==> src/rtl/bram_rd_sched_pkg.sv <==
// ---------------------------------------------------------------------------
// bram_rd_sched_pkg
// Shared definitions for the ping-pong BRAM read scheduler: the scheduler
// state encoding, the bit positions inside the capture status word 'rdy'
// and the per-bank depth in words.
// ---------------------------------------------------------------------------
package bram_rd_sched_pkg;

   // Words held by one capture bank; a frame spans at most two banks.
   localparam int BANK_DEPTH = 2048;

   // Bit positions in the capture status word (and in the busy flags).
   localparam int RDY_A_BIT    = 0;
   localparam int RDY_B_BIT    = 1;
   localparam int RDY_STOP_BIT = 2;

   // Read scheduler states.
   typedef enum logic [2:0] {
      ST_IDLE,
      ST_RD_A,
      ST_RD_B,
      ST_FLUSH,
      ST_DONE
   } state_t;

endpackage

==> src/rtl/skid_fifo2.sv <==
// ---------------------------------------------------------------------------
// skid_fifo2
// Two-entry FIFO used as the output skid buffer. Each entry carries a data
// word plus one tag bit (DATA_W+1 bits total). Push and pop may happen in
// the same cycle. The head entry (dout) only changes on a pop, so it stays
// stable while the consumer stalls.
//
// Ports:
//   clk, rst  clock and synchronous active-high reset
//   push, din write request and entry to store
//   pop       read request (head is removed at the clock edge)
//   dout      head entry
//   count     number of valid entries (0..2)
// ---------------------------------------------------------------------------
module skid_fifo2 #(
   parameter int DATA_W = 32
) (
   input  logic              clk,
   input  logic              rst,
   input  logic              push,
   input  logic [DATA_W:0]   din,
   input  logic              pop,
   output logic [DATA_W:0]   dout,
   output logic [1:0]        count
);

   logic [DATA_W:0] mem0;
   logic [DATA_W:0] mem1;
   logic            pop_ok;
   logic            push_ok;

   // A pop is only honoured when something is stored; a push into a full
   // buffer is only honoured when the head leaves in the same cycle.
   assign pop_ok  = pop && (count != 2'd0);
   assign push_ok = push && ((count != 2'd2) || pop_ok);
   assign dout    = mem0;

   // Shift-register storage: mem0 is always the head, mem1 the second entry.
   // On a pop the second entry moves forward; a concurrent push lands in
   // whichever slot is free after that move.
   always_ff @(posedge clk) begin
      if (rst) begin
         mem0  <= '0;
         mem1  <= '0;
         count <= 2'd0;
      end else begin
         case ({push_ok, pop_ok})
            2'b10: begin
               if (count == 2'd0) begin
                  mem0 <= din;
               end else begin
                  mem1 <= din;
               end
               count <= count + 2'd1;
            end
            2'b01: begin
               mem0  <= mem1;
               count <= count - 2'd1;
            end
            2'b11: begin
               if (count == 2'd1) begin
                  mem0 <= din;
               end else begin
                  mem0 <= mem1;
                  mem1 <= din;
               end
            end
            default: begin
            end
         endcase
      end
   end

endmodule

==> src/rtl/bram_rd_sched.sv <==
// ---------------------------------------------------------------------------
// bram_rd_sched
// Drains the ping-pong capture BRAMs (bank A then bank B) after the capture
// controller reports a finished acquisition, and streams the samples in
// order on an AXI-Stream master. Reads are paced so that at most one read
// is in flight and the 2-entry skid buffer can never overflow, whatever the
// m_tready pattern. Per-bank busy flags tell the capture side when a bank
// may be overwritten again.
//
// Ports:
//   clk, rst            clock, synchronous active-high reset
//   rdy[2:0]            capture status (A full, B full, early stop)
//   size_data[31:0]     words in the frame (clamped to 2*BANK_DEPTH)
//   bram_addr[31:0]     byte read address shared by both banks
//   en_rd_a, en_rd_b    per-bank read enables
//   dout_a, dout_b      per-bank read data, one cycle after enable
//   m_tdata/m_tvalid/m_tready/m_tlast   AXI-Stream master
//   rdy_w[1:0]          per-bank busy flags back to the capture side
//   done                one-cycle pulse after the last beat is accepted
//   ovf_cnt[15:0]       saturating count of ignored (dropped) frames
// ---------------------------------------------------------------------------
module bram_rd_sched
   import bram_rd_sched_pkg::*;
#(
   parameter int DATA_W    = 32,
   parameter int ADDR_STEP = 4
) (
   input  logic              clk,
   input  logic              rst,
   input  logic [2:0]        rdy,
   input  logic [31:0]       size_data,
   output logic [31:0]       bram_addr,
   output logic              en_rd_a,
   output logic              en_rd_b,
   input  logic [DATA_W-1:0] dout_a,
   input  logic [DATA_W-1:0] dout_b,
   output logic [DATA_W-1:0] m_tdata,
   output logic              m_tvalid,
   input  logic              m_tready,
   output logic              m_tlast,
   output logic [1:0]        rdy_w,
   output logic              done,
   output logic [15:0]       ovf_cnt
);

   localparam int              CNT_W      = $clog2(2*BANK_DEPTH + 1);
   localparam logic [CNT_W-1:0] FRAME_MAX  = CNT_W'(2*BANK_DEPTH);
   localparam logic [CNT_W-1:0] BANK_WORDS = CNT_W'(BANK_DEPTH);
   localparam logic [CNT_W-1:0] ONE        = CNT_W'(1);

   state_t            state;
   state_t            state_nxt;

   logic [2:0]        rdy_q;
   logic              start;

   logic [CNT_W-1:0]  size_clamped;
   logic [CNT_W-1:0]  words_a_nxt;
   logic [CNT_W-1:0]  words_b_nxt;
   logic [CNT_W-1:0]  size_r;
   logic [CNT_W-1:0]  words_a_r;
   logic [CNT_W-1:0]  words_b_r;

   logic [CNT_W-1:0]  rd_cnt;
   logic [CNT_W-1:0]  push_idx;
   logic [CNT_W-1:0]  pop_idx;
   logic              infl_valid;
   logic              infl_bank;
   logic              can_issue;
   logic              issue;
   logic              rd_last;

   logic              push;
   logic              push_last;
   logic              pop;
   logic [DATA_W:0]   fifo_din;
   logic [DATA_W:0]   fifo_dout;
   logic [1:0]        fifo_count;

   // A new acquisition is the status word leaving all-zero.
   assign start = (rdy[RDY_STOP_BIT:RDY_A_BIT] != 3'b000) && (rdy_q == 3'b000);

   // Clamp the requested frame length and split it over the two banks:
   // bank A is filled first, bank B holds whatever does not fit in A.
   always_comb begin
      size_clamped = FRAME_MAX;
      if (size_data <= 32'(2*BANK_DEPTH)) begin
         size_clamped = size_data[CNT_W-1:0];
      end
      words_a_nxt = (size_clamped > BANK_WORDS) ? BANK_WORDS : size_clamped;
      words_b_nxt = size_clamped - words_a_nxt;
   end

   // Read pacing: the buffer slots already taken plus the read still in
   // flight must leave room for one more word, and only one read may be in
   // flight at a time. This caps the rate at one word per two cycles but
   // guarantees the skid buffer never has to drop a returning word.
   assign can_issue = ((fifo_count + {1'b0, infl_valid}) < 2'd2) && !infl_valid;

   // State register of the scheduler FSM.
   always_ff @(posedge clk) begin
      if (rst) begin
         state <= ST_IDLE;
      end else begin
         state <= state_nxt;
      end
   end

   // Next-state and read-enable decode. A zero-length frame skips the read
   // states entirely and only produces the done pulse. FLUSH waits for the
   // tagged final beat to be accepted before completing the frame.
   always_comb begin
      state_nxt = state;
      issue     = 1'b0;
      rd_last   = 1'b0;
      en_rd_a   = 1'b0;
      en_rd_b   = 1'b0;
      done      = 1'b0;
      case (state)
         ST_IDLE: begin
            if (start) begin
               state_nxt = (size_clamped == '0) ? ST_DONE : ST_RD_A;
            end
         end
         ST_RD_A: begin
            issue   = can_issue;
            en_rd_a = can_issue;
            rd_last = can_issue && (rd_cnt == words_a_r - ONE);
            if (rd_last) begin
               state_nxt = (words_b_r != '0) ? ST_RD_B : ST_FLUSH;
            end
         end
         ST_RD_B: begin
            issue   = can_issue;
            en_rd_b = can_issue;
            rd_last = can_issue && (rd_cnt == words_b_r - ONE);
            if (rd_last) begin
               state_nxt = ST_FLUSH;
            end
         end
         ST_FLUSH: begin
            if (pop && m_tlast) begin
               state_nxt = ST_DONE;
            end
         end
         ST_DONE: begin
            done      = 1'b1;
            state_nxt = ST_IDLE;
         end
         default: begin
            state_nxt = ST_IDLE;
         end
      endcase
   end

   // The word address restarts at zero in each bank.
   assign bram_addr = 32'(rd_cnt) * 32'(ADDR_STEP);

   // Returning read data is pushed unconditionally the cycle after issue;
   // the pacing rule above guarantees there is room for it. The final word
   // of the frame carries the last tag into the buffer.
   assign push      = infl_valid;
   assign push_last = (push_idx == size_r - ONE);
   assign fifo_din  = {push_last, (infl_bank ? dout_b : dout_a)};

   skid_fifo2 #(
      .DATA_W (DATA_W)
   ) u_skid (
      .clk   (clk),
      .rst   (rst),
      .push  (push),
      .din   (fifo_din),
      .pop   (pop),
      .dout  (fifo_dout),
      .count (fifo_count)
   );

   assign m_tvalid = (fifo_count != 2'd0);
   assign m_tdata  = fifo_dout[DATA_W-1:0];
   assign m_tlast  = fifo_dout[DATA_W];
   assign pop      = m_tvalid && m_tready;

   // Frame bookkeeping: edge-detect history, latched frame geometry, read
   // and word counters, in-flight tracking, busy flags and overflow count.
   // Bank A's busy flag drops right after its last word leaves the buffer
   // when the frame continues into bank B, so capture can refill A early.
   always_ff @(posedge clk) begin
      if (rst) begin
         rdy_q      <= 3'b000;
         size_r     <= '0;
         words_a_r  <= '0;
         words_b_r  <= '0;
         rd_cnt     <= '0;
         push_idx   <= '0;
         pop_idx    <= '0;
         infl_valid <= 1'b0;
         infl_bank  <= 1'b0;
         rdy_w      <= 2'b00;
         ovf_cnt    <= 16'd0;
      end else begin
         rdy_q      <= rdy;
         infl_valid <= issue;

         if (issue) begin
            infl_bank <= (state == ST_RD_B);
            rd_cnt    <= rd_last ? '0 : rd_cnt + ONE;
         end

         if (state == ST_IDLE && start) begin
            size_r    <= size_clamped;
            words_a_r <= words_a_nxt;
            words_b_r <= words_b_nxt;
            push_idx  <= '0;
            pop_idx   <= '0;
         end else begin
            if (push) begin
               push_idx <= push_idx + ONE;
            end
            if (pop) begin
               pop_idx <= pop_idx + ONE;
            end
         end

         if (state == ST_IDLE && start) begin
            rdy_w[RDY_A_BIT] <= 1'b1;
            rdy_w[RDY_B_BIT] <= (words_b_nxt != '0);
         end else if (state == ST_DONE) begin
            rdy_w <= 2'b00;
         end else if (pop && (pop_idx == words_a_r - ONE) && (words_b_r != '0)) begin
            rdy_w[RDY_A_BIT] <= 1'b0;
         end

         if (start && (state != ST_IDLE) && (ovf_cnt != 16'hFFFF)) begin
            ovf_cnt <= ovf_cnt + 16'd1;
         end
      end
   end

endmodule

==> config.mk <==
export PLATFORM = sky130hd
export DESIGN_NAME = bram_rd_sched
export DESIGN_NICKNAME = d
export VERILOG_FILES = /design/src/rtl/bram_rd_sched_pkg.sv /design/src/rtl/skid_fifo2.sv /design/src/rtl/bram_rd_sched.sv
export SDC_FILE = /design/constraint.sdc
export NUM_CORES = 1
export LEC_CHECK = 0
export CORE_UTILIZATION = 50
export CTS_CLUSTER_SIZE = 30
export DETAILED_ROUTE_END_ITERATION = 10
export PLACE_DENSITY = 0.78
export SLEW_MARGIN = 10
export SYNTH_ARGS = -nofsm -noshare
export SYNTH_HDL_FRONTEND = slang
export SYNTH_HIERARCHICAL = 1
export SYNTH_SLANG_ARGS = --single-unit
==> constraint.sdc <==
create_clock -name clk -period 9.9 [get_ports clk]
set_clock_uncertainty 0.1 [all_clocks]
set_input_delay 0.99 -clock clk [delete_from_list [all_inputs] [get_ports clk]]
set_output_delay 0.99 -clock clk [all_outputs]
set_load 0.005 [all_outputs]
==> flow_metrics.env, run 1 <==
export IMPL_status="completed"
export IMPL_rsz0062_at_grt="false"
export IMPL_fin_nets=1379
export IMPL_m1WireLength_um=11080
export IMPL_synth_seq_cells=172
export IMPL_routabilityCongestion=0.8861
export IMPL_rrSetupSlack_ps=6130
export IMPL_drv_slew=0
export IMPL_fin_crit_sh=0.4188
export IMPL_cts_buffers=17
export IMPL_hold_viol_final=0
export IMPL_cp_required_ps=10110
export IMPL_hold_start="u_skid/mem1[5]"
export IMPL_drv_cap=0
export IMPL_vias_per_cell=5.663
export IMPL_synth_top_area_share=0.3624
export IMPL_setup_viol=0
export IMPL_register_area_sq_um=3443
export IMPL_grt_max_degree=102
export IMPL_crit_fanout=17
export IMPL_worst_setup_path_type="in2reg"
export IMPL_wl_per_cell_um=16.35
export IMPL_crit_arrival_ps=4360
export IMPL_yosys_warnings=6
export IMPL_multi_input_area_sq_um=5505
export IMPL_fin_util=0.6262
export IMPL_clk_pin_slew_ps=70
export IMPL_drt_initial_drc_count=608
export IMPL_wl_met2_um=12120
export IMPL_cts_tree="yes"
export IMPL_yosysMostFrequentCell="nor2_1"
export IMPL_dp_worst_setup_slack_ps=5377
export IMPL_min_period_ps=4146
export IMPL_first_pass_iters=7
export IMPL_antenna_found_initial=0
export IMPL_fin_ws_ps=5754
export IMPL_max_slew_margin=0.3267
export IMPL_reg2reg_from="words_a_r[0]"
export IMPL_synth_area_leader_cell="dfxtp_1"
export IMPL_worstHoldPathCells=2
export IMPL_cp_common_cell="nor4_1"
export IMPL_end_kind="register"
export IMPL_gr_total_overflow=0
export IMPL_pwr_density_cell_nw_per_um2=140.0
export IMPL_setup_tns_ps=0
export IMPL_clk_path_buf_depth=2
export IMPL_p_leak_nw=4.505
export IMPL_async_flop_share=0
export IMPL_worst_path_max_delay_cell="nor4_1"
export IMPL_final_area_sq_um=11670
export IMPL_highest_layer="met4"
export IMPL_gr_usage_all_layers=0.2511
export IMPL_fp_dieH_um=139.9
export IMPL_route_detailed_drc=0
export IMPL_clkLatencyLatePin_ps=440
export IMPL_rows=50
export IMPL_synthCells=1146
export IMPL_core_sq_um=18640
export IMPL_grt_pass1_wl_um=39450
export IMPL_initial_core_util=0.5097
export IMPL_reg2reg_to="rd_cnt[3]"
export IMPL_syn_area_sq_um=9502
export IMPL_tightest_slew_ps=1010
export IMPL_peakVddDrop_mv=0.1088
export IMPL_dp_hpwl_um=17360
export IMPL_io_pin_count=189
export IMPL_placed_cell_area_sq_um=11090
export IMPL_hold_path_class="reg2reg"
export IMPL_ctsResizeCount=0
export IMPL_htreeDepth=4
export IMPL_cts_setup_buffers=0
export IMPL_ys_seq_area_frac=0.3624
export IMPL_routed_wl_met3_um=1141
export IMPL_dieWidth_um=139.9
export IMPL_drive_gt1_frac=0.07433
export IMPL_n_antenna_cell=0
export IMPL_cts_root_buffer="clkbuf_16"
export IMPL_vias=8562
export IMPL_synthTopCellsByCount="nor2_1 (175), dfxtp_1 (172), nand2_1 (142)"
export IMPL_cts_sinks=172
export IMPL_synth_area_top_cells="dfxtp_1 (36%), nor2_1 (6.9%), nand2_1 (5.6%), xor2_1 (5.3%), xnor2_1 (4.9%)"
export IMPL_cp_slowest_stage_delay_ps=690
export IMPL_ys_types=71
export IMPL_reg2reg_depth=10
export IMPL_fill_cells=1622
export IMPL_port_buffers=169
export IMPL_synth_edf_count=0
export IMPL_min_to="u_skid/dout[5]"
export IMPL_timing_fmax_mhz=241.2
export IMPL_ant_nets=0
export IMPL_synth_ff_type="dfxtp_1"
export IMPL_grt_pass1_vias=7716
export IMPL_start_kind="primary input"
export IMPL_drt_wl_total_um=24720
export IMPL_area_growth_pct=22.86
export IMPL_crit_chain="clkdlybuf4s50_1 > nor4_1 > nand4_1 > a211oi_1 > buf_4 > nand2_1 > ha_1 > nor4_1 > o21ai_0 > a41oi_1 > and4b_1 > nor3_1"
export IMPL_cts_hold_buf=0
export IMPL_avgSynthCellArea_sq_um=8.291
export IMPL_dieArea_sq_um=19560
-- sequential cells by signal (all words and copies together), names as in the netlist --
name and flops:
rdy_q 3, words_a_r 13, words_b_r 13, ovf_cnt 16, rd_cnt 13, u_skid/dout 33, infl_bank 1, push_idx 13
size_r 13, infl_valid 1, u_skid/count 2, pop_idx 13, state 3, rdy_w 2, u_skid/mem1 33
-- layout by cell type, fill, tap and decap left out, drive strengths merged, types with 5 or more instances in the layout --
cell type      netlist  routed
a2111oi              5       5
a211oi               9       9
a21oi               31      31
a22o                 7       7
a22oi               11      11
a311oi              37      37
a31oi               10      10
and3                15      15
and4                 5       5
buf                 47      11
clkbuf              49      18
clkdlybuf4s50        0     168
clkinv               0       5
conb                 2      20
dfxtp              172     172
ha                  12      12
inv                 22      31
mux2                32      32
mux2i               42      42
nand2              142     142
nand2b               9       9
nand3               26      26
nand4               25      25
nor2               175     175
nor2b                5       5
nor3                28      28
nor3b                6       6
nor4                18      18
o21ai               32      32
or3                 11      11
or4                  6       6
xnor2               53      53
xor2                57      57
-- metal layers --
metal	vias up	track usage
met1	4095	0.3242
met2	225	0.4213
li1	4215	-
met3	27	0.04474
met4	0	0.08444
met5	-	0
-- critical path, delay by kind of cell --
family	cells	cell delay, ps
compound gates	3	780
simple gates	6	1480
buf+inv	2	790
fa+ha+maj	1	320
-- where the power goes --
group / leakage (nW) / total [mW] / internal (mW) / switching [mW]
clock: 0.291 / 0.655 / 0.344 / 0.311
combinational: 2.82 / 0.237 / 0.122 / 0.115
sequential: 1.39 / 0.743 / 0.718 / 0.0249
total: 4.50 / 1.63 / 1.18 / 0.451
-- cell type report --
type	count	share of cell area
clock buffer	18	0.03762
clock inverter	14	0.01254
inverter	22	0.007074
multi-input combinational	873	0.4716
sequential	172	0.2950
tap	234	0.02508
timing repair buffer	179	0.1511
-- stage by stage --
stage	total power [mW]	instances	hold WS (ps)
finish	1.634	1512	376.5
CTS	1.648	1512	379.4
global route	1.704	1512	392.2
detailed placement	0.9934	1480	369.2
floorplan	0.8863	1164	354.5
global placement	0.9874	1480	361.0
-- logic make-up after synthesis --
| group | count (synthesis) | synth area share |
|---|---|---|
| other | 2 | 0.0007904 |
| adder cells (fa/ha/maj) | 12 | 0.01580 |
| XOR/XNOR | 111 | 0.1042 |
| multiplexers | 74 | 0.08217 |
| AO/OA/AOI/OAI | 168 | 0.1263 |
| buffers and inverters | 119 | 0.06716 |
| flip-flops | 172 | 0.3624 |
| AND/OR/NAND/NOR | 488 | 0.2412 |
-- worst max-delay path by stage --
stage | depth (start not counted) | to | startpoint
after floorplan | 12 | rdy_w[1] | size_data[4]
after global routing | 12 | rdy_w[1] | size_data[5]
after detailed placement | 12 | rdy_w[1] | size_data[5]
final | 12 | rdy_w[1] | size_data[5]
after global placement | 12 | rdy_w[1] | size_data[4]
after CTS | 12 | rdy_w[1] | size_data[5]
Note: power is estimated with default switching activity, not from simulation.
==> run 2, diff against run 1 <==
--- a/config.mk
+++ b/config.mk
@@ -5,10 +5,10 @@
 export SDC_FILE = /design/constraint.sdc
 export NUM_CORES = 1
 export LEC_CHECK = 0
-export CORE_UTILIZATION = 50
+export CORE_UTILIZATION = 47
 export CTS_CLUSTER_SIZE = 30
 export DETAILED_ROUTE_END_ITERATION = 10
-export PLACE_DENSITY = 0.78
+export PLACE_DENSITY = 0.77
 export SLEW_MARGIN = 10
 export SYNTH_ARGS = -nofsm -noshare
 export SYNTH_HDL_FRONTEND = slang
==> constraint.sdc (replaced) <==
create_clock -name clk -period 3.8 [get_ports clk]
set_clock_uncertainty 0.1 [all_clocks]
set_input_delay 0.38 -clock clk [delete_from_list [all_inputs] [get_ports clk]]
set_output_delay 0.38 -clock clk [all_outputs]
set_load 0.005 [all_outputs]
==> flow_metrics.env, run 2 (synthesis results as in run 1) <==
export IMPL_port_buffers=169
export IMPL_cts_hold_buf=0
export IMPL_fill_cells=1744
export IMPL_ant_nets=0
export IMPL_setup_viol=0
export IMPL_drt_wl_total_um=25070
export IMPL_layout_common_cells="nor2_1 (175), dfxtp_1 (172), clkdlybuf4s50_1 (168)"
export IMPL_worst_path_max_delay_cell="a2111oi_2"
export IMPL_max_slew_margin=0.4171
export IMPL_vias_per_cell=5.472
export IMPL_end_kind="register"
export IMPL_reg2reg_from="words_b_r[2]"
export IMPL_gr_total_overflow=0
export IMPL_cp_required_ps=4040
export IMPL_cts_root_buffer="clkbuf_16"
export IMPL_rows=51
export IMPL_fin_crit_sh=0.8770
export IMPL_rsz0062_at_grt="false"
export IMPL_crit_arrival_ps=3570
export IMPL_fp_dieH_um=144.2
export IMPL_drt_initial_drc_count=664
export IMPL_hold_start="u_skid/mem1[29]"
export IMPL_min_to="u_skid/dout[29]"
export IMPL_fin_util=0.6024
export IMPL_crit_chain="nor4_4 > nand3_1 > or3_1 > a2111oi_2 > nor3b_1 > or3_1 > a211oi_1"
export IMPL_placed_cell_area_sq_um=11250
export IMPL_io_pin_count=189
export IMPL_setup_tns_ps=0
export IMPL_cts_sinks=172
export IMPL_worst_setup_path_type="reg2reg"
export IMPL_drv_cap=0
export IMPL_wl_per_cell_um=16.09
export IMPL_crit_fanout=10
export IMPL_routabilityCongestion=0.9450
export IMPL_cts_buffers=17
export IMPL_antenna_found_initial=0
export IMPL_dp_cells=1527
export IMPL_start_kind="register"
export IMPL_final_area_sq_um=11840
export IMPL_clkLatencyLatePin_ps=440
export IMPL_grt_max_degree=76
export IMPL_reg2reg_to="state[0]"
export IMPL_rrSetupSlack_ps=470
export IMPL_finalNonFillerCells=1558
export IMPL_cp_common_cell="or3_1"
export IMPL_grt_pass1_vias=7726
export IMPL_cts_tree="yes"
export IMPL_hold_path_class="reg2reg"
export IMPL_initial_core_util=0.4834
export IMPL_worstHoldPathCells=2
export IMPL_mostFrequentLayoutCell="nor2_1"
export IMPL_fin_ws_ps=467.3
export IMPL_peakVddDrop_mv=0.3793
export IMPL_first_pass_iters=5
export IMPL_timing_fmax_mhz=300.1
export IMPL_gr_usage_all_layers=0.2408
export IMPL_hold_viol_final=0
export IMPL_dieArea_sq_um=20790
export IMPL_core_sq_um=19650
export IMPL_dp_worst_setup_slack_ps=108.5
export IMPL_tightest_slew_ps=852.4
export IMPL_dieWidth_um=144.2
export IMPL_p_leak_nw=4.564
export IMPL_power_mw=4.320
export IMPL_route_detailed_drc=0
export IMPL_pwr_density_cell_nw_per_um2=364.9
export IMPL_n_antenna_cell=0
export IMPL_htreeDepth=4
export IMPL_ctsResizeCount=0
export IMPL_grt_pass1_wl_um=39540
export IMPL_drive_gt1_frac=0.08585
export IMPL_vias=8525
export IMPL_dp_hpwl_um=18030
export IMPL_status="completed"
export IMPL_fin_nets=1395
export IMPL_clk_pin_slew_ps=70
export IMPL_area_growth_pct=24.60
export IMPL_cp_slowest_stage_delay_ps=750
export IMPL_clk_path_buf_depth=2
export IMPL_reg2reg_depth=7
export IMPL_drv_slew=0
export IMPL_hold_ws_ps=377.9
export IMPL_min_period_ps=3333
export IMPL_cts_setup_buffers=0
run 2: cell count changes in the layout (fill, tap and decap cells not counted), moves of 2 or more:
cell / change
clkinvlp_4: +5
clkinv_8: -2
buf_4: +16
bufinv_16: +2
inv_8: -4
run 2: cell type report:
cell class	count	area, sq um	area share
Sequential cell	172	3443	0.2908
Tap cell	265	331.6	0.02801
Inverter	22	82.58	0.006975
Timing Repair Buffer	195	1884	0.1592
Multi-Input combinational cell	873	5510	0.4654
Clock inverter	14	161.4	0.01363
Clock buffer	17	425.4	0.03593
run 2: worst max-delay path by stage:
stage | from | endpoint | slack [ps] | depth (start not counted)
after floorplan | size_data[4] | rdy_w[1] | 430 | 12
after CTS | words_b_r[2] | state[0] | 500 | 7
after detailed placement | size_data[6] | rdy_w[1] | 110 | 11
final | words_b_r[2] | state[0] | 470 | 7
after global routing | size_data[6] | rdy_w[1] | 210 | 11
after global placement | size_data[6] | rdy_w[1] | 230 | 11
run 2: report_power, final:
group	switching [mW]	internal (mW)
sequential	0.0661	1.87
clock	0.771	0.978
combinational	0.304	0.330
total	1.14	3.18
run 2: critical path: cells and delay by family (launching register included):
family           cells  cell delay, ps
AND/OR/NAND/NOR      5            1740
AO/OA/AOI/OAI        2             970
flip-flops           1             420
run 2: layer usage:
| layer | vias to the layer above | wire [um] | GRT usage |
|---|---|---|---|
| met5 | - | 0 | 0 |
| met4 | 0 | 330 | 0.07590 |
| met3 | 30 | 1199 | 0.04404 |
| met2 | 254 | 12250 | 0.4022 |
| met1 | 4000 | 11280 | 0.3130 |
| li1 | 4241 | - | - |
